<file path="src/rtl/fifo_rd_ctrl_pkg.sv">
// Shared constants and pointer-code helpers for the asynchronous FIFO controllers.
// The write-side controller imports the same definitions.
package fifo_rd_ctrl_pkg;

    localparam int DATA_W     = 8;
    localparam int ADDR_W     = 4;
    localparam int PTR_W      = ADDR_W + 1;
    localparam int FIFO_DEPTH = 2 ** ADDR_W;

    typedef logic [PTR_W-1:0] ptr_t;

    function automatic ptr_t bin2gray(input ptr_t bin);
        return bin ^ (bin >> 1);
    endfunction

    function automatic ptr_t gray2bin(input ptr_t gray);
        ptr_t bin;
        bin[PTR_W-1] = gray[PTR_W-1];
        for (int i = PTR_W - 2; i >= 0; i--) begin
            bin[i] = bin[i+1] ^ gray[i];
        end
        return bin;
    endfunction

endpackage

</file>
<file path="src/rtl/fifo_rd_ctrl_if.sv">
// Output stream of the FIFO read controller.
// Handshake: a word transfers on a clock edge where m_valid and m_ready are both 1;
// once m_valid is raised, m_valid and m_data hold until that transfer happens.
interface fifo_rd_ctrl_if;
    import fifo_rd_ctrl_pkg::*;

    logic [DATA_W-1:0] m_data;
    logic              m_valid;
    logic              m_ready;

    modport master (output m_data, output m_valid, input m_ready);
    modport slave  (input m_data, input m_valid, output m_ready);

endinterface

</file>
<file path="src/rtl/fifo_rd_ctrl_sync_2ff.sv">
// Two-flop synchroniser for a Gray-coded pointer crossing clock domains.
module sync_2ff #(
    parameter int WIDTH = 1
) (
    input  logic             clk,
    input  logic             rst,
    input  logic [WIDTH-1:0] d_i,
    output logic [WIDTH-1:0] q_o
);

    logic [WIDTH-1:0] meta_q;
    logic [WIDTH-1:0] sync_q;

    always_ff @(posedge clk) begin
        if (rst) begin
            meta_q <= '0;
            sync_q <= '0;
        end else begin
            meta_q <= d_i;
            sync_q <= meta_q;
        end
    end

    assign q_o = sync_q;

endmodule

</file>
<file path="src/rtl/fifo_rd_ctrl.sv">
// Read-side controller of the asynchronous FIFO: fetches from the registered-read RAM
// into a 2-entry skid buffer and presents the words as a first-word-fall-through stream.
module fifo_rd_ctrl
    import fifo_rd_ctrl_pkg::*;
(
    input  logic              rd_clk,
    input  logic              rd_rst,
    input  logic [PTR_W-1:0]  wr_ptr_gray,
    output logic              ram_rd_en,
    output logic [ADDR_W-1:0] ram_rd_addr,
    input  logic [DATA_W-1:0] ram_rd_data,
    fifo_rd_ctrl_if.master    m,
    output logic [PTR_W-1:0]  rd_ptr_gray,
    output logic              empty,
    output logic [PTR_W-1:0]  rd_level
);

    ptr_t              wq2;
    ptr_t              wq2_bin;
    ptr_t              rd_ptr_bin_q, rd_ptr_bin_d;
    ptr_t              rd_ptr_gray_q, rd_ptr_gray_d;
    logic              empty_q, empty_d;
    logic              inflight_q, inflight_d;
    logic [1:0]        occ_q, occ_d;
    logic [DATA_W-1:0] head_q, head_d;
    logic [DATA_W-1:0] tail_q, tail_d;
    logic              pop;
    logic              fetch;
    logic [2:0]        committed;

    sync_2ff #(.WIDTH(PTR_W)) u_wptr_sync (
        .clk (rd_clk),
        .rst (rd_rst),
        .d_i (wr_ptr_gray),
        .q_o (wq2)
    );

    assign wq2_bin = gray2bin(wq2);
    assign pop     = (occ_q != 2'd0) && m.m_ready;

    // Slots already claimed after this cycle's pop; a fetch is allowed only if one stays free.
    assign committed = {1'b0, occ_q} + {2'b00, inflight_q} - {2'b00, pop};
    assign fetch     = !empty_q && (committed < 3'd2);

    always_comb begin
        rd_ptr_bin_d  = rd_ptr_bin_q + {{(PTR_W-1){1'b0}}, fetch};
        rd_ptr_gray_d = bin2gray(rd_ptr_bin_d);
        empty_d       = (rd_ptr_gray_d == wq2);
        inflight_d    = fetch;
    end

    always_comb begin
        head_d = head_q;
        tail_d = tail_q;
        occ_d  = occ_q;
        case ({inflight_q, pop})
            2'b01: begin
                head_d = tail_q;
                occ_d  = occ_q - 2'd1;
            end
            2'b10: begin
                if (occ_q == 2'd0) begin
                    head_d = ram_rd_data;
                end else begin
                    tail_d = ram_rd_data;
                end
                occ_d = occ_q + 2'd1;
            end
            2'b11: begin
                if (occ_q == 2'd1) begin
                    head_d = ram_rd_data;
                end else begin
                    head_d = tail_q;
                    tail_d = ram_rd_data;
                end
            end
            default: begin
            end
        endcase
    end

    always_ff @(posedge rd_clk) begin
        if (rd_rst) begin
            rd_ptr_bin_q  <= '0;
            rd_ptr_gray_q <= '0;
            empty_q       <= 1'b1;
            inflight_q    <= 1'b0;
            occ_q         <= 2'd0;
            head_q        <= '0;
            tail_q        <= '0;
        end else begin
            rd_ptr_bin_q  <= rd_ptr_bin_d;
            rd_ptr_gray_q <= rd_ptr_gray_d;
            empty_q       <= empty_d;
            inflight_q    <= inflight_d;
            occ_q         <= occ_d;
            head_q        <= head_d;
            tail_q        <= tail_d;
        end
    end

    assign ram_rd_en   = fetch;
    assign ram_rd_addr = rd_ptr_bin_q[ADDR_W-1:0];
    assign rd_ptr_gray = rd_ptr_gray_q;
    assign empty       = empty_q;
    assign rd_level    = wq2_bin - rd_ptr_bin_q;
    assign m.m_data    = head_q;
    assign m.m_valid   = (occ_q != 2'd0);

endmodule

</file>
<file path="src/flat_wrapper.sv">
// flat-port wrapper written by rule: the top's interface ports become plain ports
module fifo_rd_ctrl_flat import fifo_rd_ctrl_pkg::*;
  (rd_clk, rd_rst, wr_ptr_gray, ram_rd_en, ram_rd_addr, ram_rd_data, rd_ptr_gray, empty, rd_level, m_m_data, m_m_valid, m_m_ready);
  fifo_rd_ctrl_if m_i ();
  input  logic rd_clk;
  input  logic rd_rst;
  input  logic [PTR_W-1:0] wr_ptr_gray;
  output logic ram_rd_en;
  output logic [ADDR_W-1:0] ram_rd_addr;
  input  logic [DATA_W-1:0] ram_rd_data;
  output logic [PTR_W-1:0] rd_ptr_gray;
  output logic empty;
  output logic [PTR_W-1:0] rd_level;
  output wire logic [$bits(m_i.m_data)-1:0] m_m_data;
  output wire logic [$bits(m_i.m_valid)-1:0] m_m_valid;
  input wire logic [$bits(m_i.m_ready)-1:0] m_m_ready;
  assign m_m_data = m_i.m_data;
  assign m_m_valid = m_i.m_valid;
  assign m_i.m_ready = m_m_ready;
  fifo_rd_ctrl u_core (.rd_clk(rd_clk), .rd_rst(rd_rst), .wr_ptr_gray(wr_ptr_gray), .ram_rd_en(ram_rd_en), .ram_rd_addr(ram_rd_addr), .ram_rd_data(ram_rd_data), .m(m_i), .rd_ptr_gray(rd_ptr_gray), .empty(empty), .rd_level(rd_level));
endmodule
</file>
<file path="config.mk">
export PLATFORM = sky130hd
export DESIGN_NAME = fifo_rd_ctrl_flat
export DESIGN_NICKNAME = d
export VERILOG_FILES = /design/src/rtl/fifo_rd_ctrl_pkg.sv /design/src/rtl/fifo_rd_ctrl_if.sv /design/src/rtl/fifo_rd_ctrl_sync_2ff.sv /design/src/rtl/fifo_rd_ctrl.sv /design/src/flat_wrapper.sv
export SDC_FILE = /design/constraint.sdc
export NUM_CORES = 1
export LEC_CHECK = 0
export ABC_AREA = 1
export CORE_UTILIZATION = 45
export DETAILED_ROUTE_END_ITERATION = 16
export GPL_ROUTABILITY_DRIVEN = 0
export PLACE_DENSITY_LB_ADDON = 0.12
export SYNTH_ARGS = -nofsm -noshare
export SYNTH_HDL_FRONTEND = slang
export SYNTH_SLANG_ARGS = --single-unit
</file>
<file path="constraint.sdc">
create_clock -name rd_clk -period 3.3 [get_ports rd_clk]
set_input_delay 0.825 -clock rd_clk [delete_from_list [all_inputs] [get_ports rd_clk]]
set_output_delay 0.825 -clock rd_clk [all_outputs]
set_load 0.02 [all_outputs]
</file>
==> impl_results.md <==
- Run status: completed
- Unrepaired setup endpoints after global routing: true
- Setup Fix Bufs, Post-CTS: 0
- Relative contribution of the clock network to total power: 16.2%
- Routing usage on met3: 5.07%
- Internal power component: 1.20 mW
- Number of diodes: 0
- Number of antenna violations at the first check in global routing: 0
- Port buffer count: 40
- Antenna-violating nets left: 0
- Layout cells sized above 1: 19.6%
- Final worst setup slack: 0.107 ns
- Yosys top cell area share: 40.7%
- Remaining global-route overflow: 0
- Clock-pin transition on the worst setup and hold timing paths: 0.08 ns
- Post-DP HPWL: 2930 um
- Total negative slack: 0 ns
- Final instance area: 2710 um2
- Total global-route track usage: 20.4%
- LEAKAGE: 1.20 nW
- Ports: 41
- Clock tree root driver cell: clkbuf_8
- Critical path fanouts, max: 3
- Number of synthesized register bits: 39
- Number of enable-type register cells in the synthesized netlist: 0
- Met1 track demand over resource in global routing: 26.2%
- Commonest cells in the netlist: nand2_1 (62), inv_1 (41), dfxtp_1 (39), nor2_1 (22), o21ai_0 (18)
- Leading cell type by number of instances after synthesis: nand2_1
- Prevailing post-synth register cell: dfxtp_1
- Hold Violations, Final: 0
- Final hold slack: 0.394 ns
- Area of the mapped netlist: 1920 um2
- Final Cycle Share: 96.7%
- Arrival time worst endpoint: 2.37 ns
- Power density normalized to cell area: 715 nW/um2
- Switching fraction of total power: 38.1%
- Met2 Resource Use GR: 33.6%
- Pins Over Slew Limit: 0
- H-tree levels: 2
- Post-detailed-route wirelength per cell: 10.3 um
- Critical path required time: 2.47 ns
- Synthesized instance count: 262
- Largest cells by area after synthesis: dfxtp_1 (41%), nand2_1 (12%), inv_1 (8.0%), ha_1 (5.9%), o21ai_0 (4.7%)
- Total detailed-routing wirelength: 3970 um
- Vias: 1781
- Cell with the largest stage delay on the worst path: fa_2
- Worst Skew: 0.00811 ns
- Part of the Yosys area used for sequential elements: 40.7%
- Startpoint class of the critical path: input port
- Delay of the slowest cell on the worst path: 0.52 ns
- Placed inst area: 2590 um2
- Global-route wire length before repair: 6990 um
- Clock Sinks: 39
- Iteration-0 DRC count of the detailed router: 101
- Vias per cell: 4.61
- Synthesis-to-layout area growth: 41.0%
- Final Core Density: 66.7%
- Worst skew pair latency: 0.29 ns
- Average size of a mapped cell: 7.33 um2
- Tightest Pin Transition: 0.569 ns
- Final worst path period need: 3.19 ns
- Max Cap Violations: 0
- Largest vdd supply drop: 0.000482 V
- Relative slew margins: 62.0%
- Cts bufs inserted: 5
- Yosys warning count: 0
- Total Power Consumption: 1.93 mW
- Worst min-delay path class: reg2reg
- Cell-by-cell trace of the critical path: clkdlybuf4s15_1 -> nand2_4 -> ha_1 -> nor2_1 -> inv_1 -> fa_2 -> and3_4 -> buf_6
- Maximum clock path buffer count: 2
- Sequential group share of total power: 34.1%
- Biggest area consumer among synthesized cells: dfxtp_1
- Maximum number of pins on one net before global-route repair: 23
- Die Span Y: 67.3 um
- Inst Count DP: 378
- Number of global-route vias before repair: 1645
- Proportion of power drawn by combinational gates: 49.8%
- Std-Cell Rows: 23
- Synth cell types: 26
- Overall die area: 4530 um2
- Net count, final: 362
- Buffers and inverters on the worst path: 3
- Type of the setup path with the least slack: in2out
- Count of non-filler cells in the finished layout: 386
- Cell family with the largest share of critical-path delay: adder cells
- Die Width: 67.3 um
- Net load switching power: 0.738 mW
- Worst slack, placed: -0.625 ns
- Detailed-routing iteration count for the pre-antenna-repair pass: 4
- Area of the core: 4060 um2
- TritonCTS clock tree: built
- Highest-utilization routing layer at the global route stage: met2
- Number of hold buffers added after CTS: 0
- Proportion of register bits with asynchronous set or reset after synthesis: 0%
- DRC violations left: 0
- Endpoints failing setup: 0
- Kind of end point of the critical path: output port
- Highest achievable clock rate: 313 MHz
- Starting Density: 47.3%
- Post-Synthesis Net Count: 289
## power by group through the flow
| stage | Sequential [mW] | Combinational, mW | Clock, mW |
|---|---|---|---|
| after global routing | 0.676 | 1.07 | 0.343 |
| final | 0.659 | 0.963 | 0.313 |
| after CTS | 0.657 | 0.951 | 0.324 |
| after floorplan | 0.740 | 0.471 | 0 |
| after detailed placement | 0.666 | 0.951 | 0 |
| after global placement | 0.665 | 0.937 | 0 |
## metal layers
metal	vias up	routed length, um	share of wire [%]
met4	0	36	0.91
met3	4	152	3.8
met5	-	0	0
met2	36	1820	46
li1	973	-	-
met1	768	1960	49
## tightest hold or removal path, delay by kind of cell, from the launching register on
family,cells,cell delay (ns)
flops,1,0.30
buf+inv,1,0.04
simple gates,1,0.03
## state kept, by name (all words and copies together) (netlist names)
register and cells:
u_core.m.m_data 8, u_core.tail_q 8, u_core.rd_ptr_gray 5, u_core.u_wptr_sync.meta_q 5, u_core.u_wptr_sync.q_o 5, u_core.rd_ptr_bin_q 4
u_core.occ_q 2, u_core.empty 1, u_core.inflight_q 1
## final timing paths
| path | from | to | slack [ns] | depth (start not counted) |
|---|---|---|---|---|
| max reg2reg | u_core.occ_q[0]$_SDFFE_PP0N_ | u_core.empty$_SDFF_PP1_ | 0.32 | 19 |
| min reg2reg | u_core.u_wptr_sync.meta_q[2]$_SDFF_PP0_ | u_core.u_wptr_sync.q_o[2]$_SDFF_PP0_ | 0.39 | 2 |
| max | m_m_ready | ram_rd_en | 0.11 | 8 |
| min | u_core.u_wptr_sync.meta_q[2]$_SDFF_PP0_ | u_core.u_wptr_sync.q_o[2]$_SDFF_PP0_ | 0.39 | 2 |
## timing repair
| item | 4_1_cts | 5_1_grt |
|---|---|---|
| gates resized for setup | 21 | 16 |
| setup endpoints to repair | 12 | 8 |
| cloned | 0 | 0 |
| pin swaps | 1 | 2 |
## cell usage in the layout, fill, tap and decap left out
cell type / n
a21oi_1: 15
a31oi_1: 8
and3_4: 1
buf_4: 34
buf_6: 1
clkbuf_1: 1
clkbuf_2: 2
clkbuf_8: 5
clkdlybuf4s15_1: 1
clkdlybuf4s50_1: 34
clkinv_2: 1
clkinvlp_4: 1
dfxtp_1: 37
dfxtp_2: 2
fa_2: 2
ha_1: 7
ha_4: 2
inv_1: 40
inv_2: 3
nand2_1: 60
nand2_2: 5
nand2_4: 1
nand3_1: 16
nand3_2: 2
nand4_1: 4
nor2_1: 22
nor2_4: 1
o21ai_0: 18
o21ai_2: 2
or2_1: 1
xnor2_1: 2
xor2_1: 4
xor2_2: 1
## final cells by class
class	count	area, um2
multi-input combinational	174	988
fill	365	1350
inverter	43	161
tap	50	62.6
sequential	39	783
clock buffer	6	72.6
timing repair buffer	72	627
clock inverter	2	12.5
## logic make-up after synthesis
| family | after synthesis | share of synthesized area (%) |
|---|---|---|
| XOR/XNOR | 7 | 3.58 |
| AO/OA/AOI/OAI | 43 | 12.1 |
| flip-flops | 39 | 40.7 |
| adder cells (fa/ha/maj) | 11 | 7.95 |
| buffers and inverters | 49 | 10.2 |
| AND/OR/NAND/NOR | 113 | 25.5 |
Note: power is estimated with default switching activity, not from simulation.
